$ cat src/rtl/counter_cmd_arbiter.sv
// Round-robin command arbiter driving one shared counter's control strobes for rep+1 cycles per command.
// Define CNT_ARB_FIXED_PRIO_EN for fixed lowest-index priority (no rotating pointer).
module counter_cmd_arbiter #(
    parameter int N     = 4,
    parameter int REQ_M = 4,
    parameter int REP_W = 4
) (
    input  logic                   C,
    input  logic                   R,
    input  logic [REQ_M-1:0]       req_valid,
    output logic [REQ_M-1:0]       req_ready,
    input  logic [3*REQ_M-1:0]     req_op,
    input  logic [N*REQ_M-1:0]     req_data,
    input  logic [REP_W*REQ_M-1:0] req_rep,
    output logic [REQ_M-1:0]       done,
    output logic                   err,
    output logic                   busy,
    output logic [2:0]             owner,
    output logic                   cnt_R,
    output logic                   cnt_L,
    output logic                   cnt_INC,
    output logic                   cnt_DEC,
    output logic                   cnt_SHL,
    output logic                   cnt_SHR,
    output logic [N-1:0]           cnt_D
);

    typedef enum logic {IDLE, ISSUE} state_t;

    localparam logic [REP_W-1:0] REP_ONE = REP_W'(1);

    state_t             state_reg;
    logic [5:0]         strb_reg;
    logic [N-1:0]       cnt_d_reg;
    logic [REQ_M-1:0]   done_reg;
    logic               err_reg;
    logic               busy_reg;
    logic [2:0]         owner_reg;
    logic [REP_W-1:0]   cnt_reg;
    logic [REP_W-1:0]   rep_reg;
    logic [REP_W-1:0]   cnt_inc;

    logic [2:0]         op_arr   [REQ_M];
    logic [N-1:0]       data_arr [REQ_M];
    logic [REP_W-1:0]   rep_arr  [REQ_M];

    logic [2:0]         win_idx;
    logic               win_valid;
    logic [REQ_M-1:0]   win_onehot;
    logic [REQ_M-1:0]   owner_onehot;
    logic [2:0]         sel_op;
    logic [N-1:0]       sel_data;
    logic [REP_W-1:0]   sel_rep;

    genvar gi;
    generate
        for (gi = 0; gi < REQ_M; gi++) begin : g_req
            assign op_arr[gi]       = req_op[3*gi +: 3];
            assign data_arr[gi]     = req_data[N*gi +: N];
            assign rep_arr[gi]      = req_rep[REP_W*gi +: REP_W];
            assign win_onehot[gi]   = win_valid && (win_idx == 3'(gi));
            assign owner_onehot[gi] = (owner_reg == 3'(gi));
        end
    endgenerate

`ifdef CNT_ARB_FIXED_PRIO_EN
    always_comb begin
        win_idx   = '0;
        win_valid = 1'b0;
        for (int k = REQ_M - 1; k >= 0; k--) begin
            if (req_valid[k]) begin
                win_idx   = 3'(k);
                win_valid = 1'b1;
            end
        end
    end
`else
    localparam logic [3:0] REQ_M4 = 4'(REQ_M);

    logic [2:0] ptr_reg;
    logic [7:0] valid_pad;
    logic [3:0] rr_idx;

    // Walk candidates farthest-first so the one closest after ptr is written last and wins.
    always_comb begin
        valid_pad              = '0;
        valid_pad[REQ_M-1:0]   = req_valid;
        win_idx                = '0;
        win_valid              = 1'b0;
        rr_idx                 = '0;
        for (int k = REQ_M; k >= 1; k--) begin
            rr_idx = {1'b0, ptr_reg} + 4'(k);
            if (rr_idx >= REQ_M4) begin
                rr_idx = rr_idx - REQ_M4;
            end
            if (valid_pad[rr_idx[2:0]]) begin
                win_idx   = rr_idx[2:0];
                win_valid = 1'b1;
            end
        end
    end
`endif

    always_comb begin
        sel_op   = '0;
        sel_data = '0;
        sel_rep  = '0;
        for (int j = 0; j < REQ_M; j++) begin
            if (win_idx == 3'(j)) begin
                sel_op   = op_arr[j];
                sel_data = data_arr[j];
                sel_rep  = rep_arr[j];
            end
        end
    end

    assign req_ready = (state_reg == IDLE && !R) ? win_onehot : '0;
    assign cnt_inc   = cnt_reg + REP_ONE;

    // Strobe vector bit order: [0]=R [1]=L [2]=INC [3]=DEC [4]=SHL [5]=SHR
    function automatic logic [5:0] op_strobe(input logic [2:0] op);
        case (op)
            3'd1:    return 6'b000010;
            3'd2:    return 6'b000100;
            3'd3:    return 6'b001000;
            3'd4:    return 6'b010000;
            3'd5:    return 6'b100000;
            3'd6:    return 6'b000001;
            default: return 6'b000000;
        endcase
    endfunction

    always_ff @(posedge C) begin
        if (R) begin
            state_reg <= IDLE;
            strb_reg  <= '0;
            cnt_d_reg <= '0;
            done_reg  <= '0;
            err_reg   <= 1'b0;
            busy_reg  <= 1'b0;
            owner_reg <= '0;
            cnt_reg   <= '0;
            rep_reg   <= '0;
`ifndef CNT_ARB_FIXED_PRIO_EN
            ptr_reg   <= 3'(REQ_M - 1);
`endif
        end else begin
            done_reg <= '0;
            err_reg  <= 1'b0;
            case (state_reg)
                IDLE: begin
                    if (win_valid) begin
                        state_reg <= ISSUE;
                        strb_reg  <= op_strobe(sel_op);
                        cnt_d_reg <= sel_data;
                        rep_reg   <= sel_rep;
                        cnt_reg   <= '0;
                        owner_reg <= win_idx;
                        busy_reg  <= 1'b1;
                        err_reg   <= (sel_op == 3'd7);
                        done_reg  <= (sel_rep == '0) ? win_onehot : '0;
`ifndef CNT_ARB_FIXED_PRIO_EN
                        ptr_reg   <= win_idx;
`endif
                    end
                end
                ISSUE: begin
                    // Compare before incrementing so rep = all-ones never wraps cnt.
                    if (cnt_reg == rep_reg) begin
                        state_reg <= IDLE;
                        strb_reg  <= '0;
                        busy_reg  <= 1'b0;
                    end else begin
                        cnt_reg <= cnt_inc;
                        if (cnt_inc == rep_reg) begin
                            done_reg <= owner_onehot;
                        end
                    end
                end
                default: state_reg <= IDLE;
            endcase
        end
    end

    assign cnt_R   = strb_reg[0];
    assign cnt_L   = strb_reg[1];
    assign cnt_INC = strb_reg[2];
    assign cnt_DEC = strb_reg[3];
    assign cnt_SHL = strb_reg[4];
    assign cnt_SHR = strb_reg[5];
    assign cnt_D   = cnt_d_reg;
    assign done    = done_reg;
    assign err     = err_reg;
    assign busy    = busy_reg;
    assign owner   = owner_reg;

endmodule

$ cat config.mk
export PLATFORM = sky130hd
export DESIGN_NAME = counter_cmd_arbiter
export DESIGN_NICKNAME = d
export VERILOG_FILES = /design/src/rtl/counter_cmd_arbiter.sv
export SDC_FILE = /design/constraint.sdc
export NUM_CORES = 1
export LEC_CHECK = 0
export BUFFER_PORTS_ARGS = -buffer_cell sky130_fd_sc_hd__buf_2
export CORE_ASPECT_RATIO = 1.2
export CORE_MARGIN = 2
export CORE_UTILIZATION = 54
export DETAILED_ROUTE_END_ITERATION = 8
export PLACE_DENSITY_LB_ADDON = 0.25
export SYNTH_ARGS = -nofsm -noshare
export SYNTH_HDL_FRONTEND = slang
export SYNTH_SLANG_ARGS = --single-unit
$ cat constraint.sdc
create_clock -name C -period 4.8 [get_ports C]
set_input_delay 0.24 -clock C [delete_from_list [all_inputs] [get_ports C]]
set_output_delay 0.24 -clock C [all_outputs]
set_load 0.02 [all_outputs]
Word level (Yosys, flattened, before mapping)
Index checks and enable logic that the tools add are counted.

Register bits after elaboration: 31. Input bits: 50. Output and inout port bits: 23. Logic and storage cells: 111.

$add $sub $neg: 9. Magnitude comparators: 8. Equal/unequal tests: 18. Muxes and demuxes: 51. Bitwise gates (word level): 2. Reduce and logical (&&, ||, !) cells: 13.

Operators with widths (count): 4-bit 2-to-1 mux (15); 3-bit 2-to-1 mux (12); 6-bit case mux with 6 select lines (1); 3-bit by 2-bit equality test with 1-bit output, second input constant (6); 4-bit by 3-bit greater-or-equal comparator with 1-bit output, second input constant (4); 3-bit by 4-bit < comparator with 1-bit output, second input constant (4); 4-bit case mux with 2 select lines (2); 1-bit binary-select mux with 3-bit select (4); 3-bit equality test, second input constant (4); 1-bit 2-to-1 mux (12); 6-bit 2-to-1 mux (2); 6-bit case mux with 2 select lines (1); 3-bit subtractor, second input constant (4); 3-bit by 1-bit equality test with 1-bit output, second input constant (3); 3-bit by 2-bit adder with 4-bit output, second input constant (2); 4-bit equality test (2); 3-bit zero test (2); 2-bit AND reduction (3); 1-bit logical AND (5); 3-bit by 1-bit adder with 4-bit output, second input constant (1); 3-bit by 3-bit adder with 4-bit output, second input constant (1); 4-bit by 1-bit adder with 4-bit output, second input constant (1); 4-bit zero test (1); 2-bit != test, second input constant (2); other kinds (5) (7).

Longest topological paths before layout
Word-level depth: 18. Mapped depth: 14. Gate-level depth less buffers: 9.

Worst setup path before layout
Ideal clock, no wire load.

Path kind: register to register. From: reg ptr_reg[0]. To: reg strb_reg[0]. Arrival: 2.993 ns. Data required time: 4.704 ns. Setup slack: 1.712 ns. Stages on the path, launching flop included: 14. Period minus slack after synthesis: 3.088 ns. Path through: dfxtp_1 -> buf_6 -> buf_4 -> inv_1 -> ha_1 -> clkbuf_2 -> mux4_2 -> o21ai_4 -> o41a_2 -> nand2_2 -> buf_6 -> mux2_4 -> mux2_2 -> o41ai_2.

Longest elaborated chain between the ends: 18. Elaborated cells between the ends (all ways): 51. Classes of those cells: 8 x add/sub; 4 x order compare; 10 x eq/ne; 27 x mux; 2 x reduce/logical.

Ends and longest elaborated chain: start: declaration (line 80) `logic [2:0] ptr_reg;`; start signal: assignment (line 145) `ptr_reg <= 3'(REQ_M - 1);`; start signal: assignment (line 163) `ptr_reg <= win_idx;`; 3-bit by 3-bit adder with 4-bit output (line 92) `rr_idx = {1'b0, ptr_reg} + 4'(k);`; 4-bit by 3-bit greater-or-equal comparator with 1-bit output or 3-bit subtractor (tied branches) (line 93, 94); 3-bit 2-to-1 mux (line 93) `if (rr_idx >= REQ_M4) begin`; 1-bit binary-select mux with 3-bit select (line 96) `if (valid_pad[rr_idx[2:0]]) begin`; 1-bit 2-to-1 mux (not written as such) (line 96); 3-bit 2-to-1 mux (4 in series) (line 96); 3-bit zero test (line 109) `if (win_idx == 3'(j)) begin`; 3-bit 2-to-1 mux (4 in series) (line 109); 3-bit equality test (tied with other cells) (line 122) `case (op)`; 6-bit case mux with 6 select lines (line 122); 6-bit 2-to-1 mux (line 152) `if (win_valid) begin`; 6-bit case mux with 2 select lines (line 150) `case (state_reg)`; end signal: assignment (line 154) `strb_reg <= op_strobe(sel_op);`; end: declaration (line 33) `logic [5:0] strb_reg;`.

Several ways; a longest one is shown, not always the timed one. The select of a mux whose other input is x is not followed. A chain may end at the register's enable or synchronous reset.

Worst setup path after layout
From: reg ptr_reg[0]. To: reg strb_reg[3].

Same word-level chain as after synthesis.

==> impl_metrics.env <==
export IMPL_global_route_usage_sum_pct=28.3
export IMPL_worst_hold_end="done[3]"
export IMPL_cts_repair_resized=0
export IMPL_fin_worst_skew_ps=2.22
export IMPL_reg2reg_to="strb_reg[3]"
export IMPL_grt_overflow=0
export IMPL_synth_async_sr_flop_share_pct=0
export IMPL_cap_viol_max_count=0
export IMPL_final_sum_of_negative_setup_slack_ps=0
export IMPL_detailroute_via_count=2116
export IMPL_path_clk_slew_ps=70
export IMPL_hold_path_class="input port to flop"
export IMPL_critical_path_maximum_fanout=21
export IMPL_status="complete, no violations"
export IMPL_internal_power_mw=1.01
export IMPL_timing_hold_worst_start="req_rep[15]"
export IMPL_grt_antenna_before_repair=0
export IMPL_post_dp_hpwl_um=4190
export IMPL_grt_first_pass_wirelength_um=9440
export IMPL_yosys_warnings=0
export IMPL_largest_net_degree_at_the_start_of_global_routing=27
export IMPL_dieWidth_um=61.2
export IMPL_fillerInstances=326
export IMPL_first_global_vias=2060
export IMPL_nature_of_the_critical_path_endpoint="flop"
export IMPL_finalHoldViolations=0
export IMPL_cts_made_buffers=5
export IMPL_final_max_slew_viol_count=0
export IMPL_cts_htree_levels=2
export IMPL_r2r_setup_slack_ps=1080
export IMPL_criticalPathCategory="flop to flop"
export IMPL_clock_latency_ps=280
export IMPL_post_drt_wl_per_cell_um=16.0
export IMPL_max_freq_mhz=269
export IMPL_cellPowerDensity_nw_per_um2=769
export IMPL_synthesis_instances=244
export IMPL_layout_worst_path_cycle_share_pct=77.4
export IMPL_post_route_cells_drive_above_1_share_pct=34.2
export IMPL_synth_ff_type="dfxtp_1"
export IMPL_worst_r2r_path_depth=9
export IMPL_max_slew_margin_rel_pct=58.2
export IMPL_fin_crit_ps=3720
export IMPL_yosys_cell_types_count=61
export IMPL_dieArea_um2=4450
export IMPL_floorplan_core_area_um2=3690
export IMPL_synth_cell_area_um2=2120
export IMPL_sw_frac_of_total_pct=48.8
export IMPL_power_share_sequential_pct=20.1
export IMPL_worstHoldPathCells=3
export IMPL_critPathRequiredTime_ps=4980
export IMPL_antennaDiodeCount=0
export IMPL_area_sequential_um2=601
export IMPL_clock_tree_buffer_depth=2
export IMPL_synth_edff_count=0
export IMPL_tightestPinTransition_ps=626
export IMPL_row_count=24
export IMPL_dr_first_iter_drc_count=178
export IMPL_design_final_nets=360
export IMPL_cts_tree="built"
export IMPL_gp_routability_congestion=0.902
export IMPL_ys_seq_elements=30
export IMPL_avg_vias_per_cell=5.89
export IMPL_flow_area_growth_from_synthesis_pct=21.0
export IMPL_drc_errors=0
export IMPL_io_pins=73
export IMPL_detail_route_antenna_nets=0
export IMPL_share_clk_of_total_power_pct=13.3
export IMPL_largest_register_ff_count=6
export IMPL_postCtsSetupBuffers=0
export IMPL_netSwitchingPower_mw=0.965
export IMPL_multi_input_comb_area_um2=1400
export IMPL_critPathLaunch="ptr_reg[0]"
export IMPL_synth_seq_area_share_pct=28.3
export IMPL_clock_sinks=30
export IMPL_start_util_pct=57.5
export IMPL_clk_root_buffer_cell="clkbuf_8"
export IMPL_synthesis_nets=297
export IMPL_cts_hold_repair_buffers=0
export IMPL_die_y_um=72.7
export IMPL_final_count_of_negative_setup_slack_endpoints=0
export IMPL_worst_setup_path_start_kind="flop"
export IMPL_largest_voltage_drop_on_the_vdd_net_mv=0.444
export IMPL_p_leak_nw=1.19
export IMPL_rsz0062_at_grt="no"
export IMPL_fin_worst_hold_slack_ps=300
export IMPL_syn_avg_cell_area_um2=8.70
export IMPL_reg_to_reg_startpoint="ptr_reg[0]"
export IMPL_worst_ep_arrival_time_ps=3890
export IMPL_io_buffer_count=72
export IMPL_drt_total_wl_um=5760
export IMPL_detailedRoute_firstPassIterationCount=4
export IMPL_power_combinational_fraction_pct=66.5
cell families after synthesis:
| group | Yosys count | share of synthesized area, % |
|---|---|---|
| xor gates and xnor gates | 8 | 3.30 |
| muxes | 19 | 10.9 |
| AOI/OAI and AO/OA | 71 | 28.3 |
| buffers and inverters | 22 | 5.77 |
| DFF | 30 | 28.3 |
| adders and majority gates | 3 | 1.77 |
| and+or+nand+nor | 91 | 21.6 |
routing by layer:
metal  routed length, µm  share of wire, %  vias up  GRT usage [%]
met2                2830                49       79           45.4
met3                 351               6.1       16           7.45
met1                2430                42      972           34.9
met4                 146               2.5        0           12.3
li1                    -                 -     1049              -
met5                   0                 0        -              0
power groups by stage:
stage	clock (mW)	sequential, mW	combinational [mW]
floorplan	0	0.424	1.06
global placement	0	0.401	1.28
detailed placement	0	0.401	1.30
CTS	0.267	0.397	1.31
global route	0.277	0.407	1.44
finish	0.263	0.398	1.31
cells in the final DEF (no fill, tap or decap), types with 4 or more instances in the layout:
| master | instances |
|---|---|
| dfxtp_1 | 30 |
| mux2i_1 | 10 |
| nor2_1 | 14 |
| o21ai_0 | 5 |
| mux2_2 | 5 |
| clkbuf_8 | 6 |
| o41ai_2 | 4 |
| a41o_1 | 5 |
| and3_1 | 6 |
| inv_1 | 4 |
| buf_2 | 72 |
| nor3_1 | 9 |
| xnor2_1 | 6 |
| a211oi_1 | 8 |
| a221o_1 | 7 |
| nand2_1 | 27 |
| a21oi_1 | 17 |
| nand3_1 | 12 |
| o211ai_1 | 4 |
per-stage QoR:
step	instances	worst slack, ps	instance area (µm²)	utilization [%]	power, mW
after floorplan	244	1710	2120	-	1.48
after global placement	352	1160	2460	66.5	1.68
after detailed placement	352	1070	2460	66.5	1.70
after CTS	359	1070	2570	69.5	1.98
after global routing	359	859	2570	69.5	2.13
final	359	1080	2570	69.5	1.98
worst max-delay path, stage by stage (launching register included):
cell      delay (ps)
dfxtp_1          720
inv_1            240
ha_1             480
mux4_2           330
o21ai_1          230
o311ai_4         210
nand2_2          430
mux2_2           400
mux2_2           320
a41o_1           250
area by class of cell:
| type | count | area share (%) |
|---|---|---|
| inverter | 4 | 0.585 |
| multi-input combinational | 192 | 54.5 |
| clock buffer | 6 | 3.21 |
| tap | 52 | 2.53 |
| timing repair buffer | 74 | 14.6 |
| sequential | 30 | 23.4 |
| clock inverter | 1 | 1.17 |
Yosys cell counts (2+ instances only):
cell type	number	area share, %
a21oi_1	17	4.0
inv_1	4	0.71
mux2_2	5	2.7
xnor2_1	6	2.5
a21boi_0	2	0.71
nand3_1	12	2.8
a211oi_1	8	2.8
o21ai_0	5	1.2
xor2_1	2	0.83
o41ai_2	4	3.1
ha_1	3	1.8
mux2_4	2	1.4
nand2_1	27	4.8
buf_4	3	1.1
clkbuf_1	7	1.2
o211ai_1	4	1.4
nor3_1	9	2.1
o311a_1	2	0.94
mux2i_1	10	4.7
nor2b_1	3	0.88
buf_6	3	1.6
nor2_1	14	2.5
a221o_1	7	3.3
a2111o_1	2	1.1
a41o_1	5	2.4
nand2b_1	3	0.88
and3_1	6	1.8
buf_2	4	0.94
nor4_1	2	0.59
mux4_2	2	2.1
and2_1	2	0.59
dfxtp_1	30	28
how the worst max path moves through the flow:
stage / endpoint / slack (ps) / depth (start not counted)
after global routing: strb_reg[2] / 860 / 9
after global placement: strb_reg[3] / 1160 / 9
final: strb_reg[3] / 1080 / 9
after floorplan: strb_reg[0] / 1710 / 13
after CTS: strb_reg[3] / 1070 / 9
after detailed placement: strb_reg[3] / 1070 / 9
Note: power is estimated with default switching activity, not from simulation.
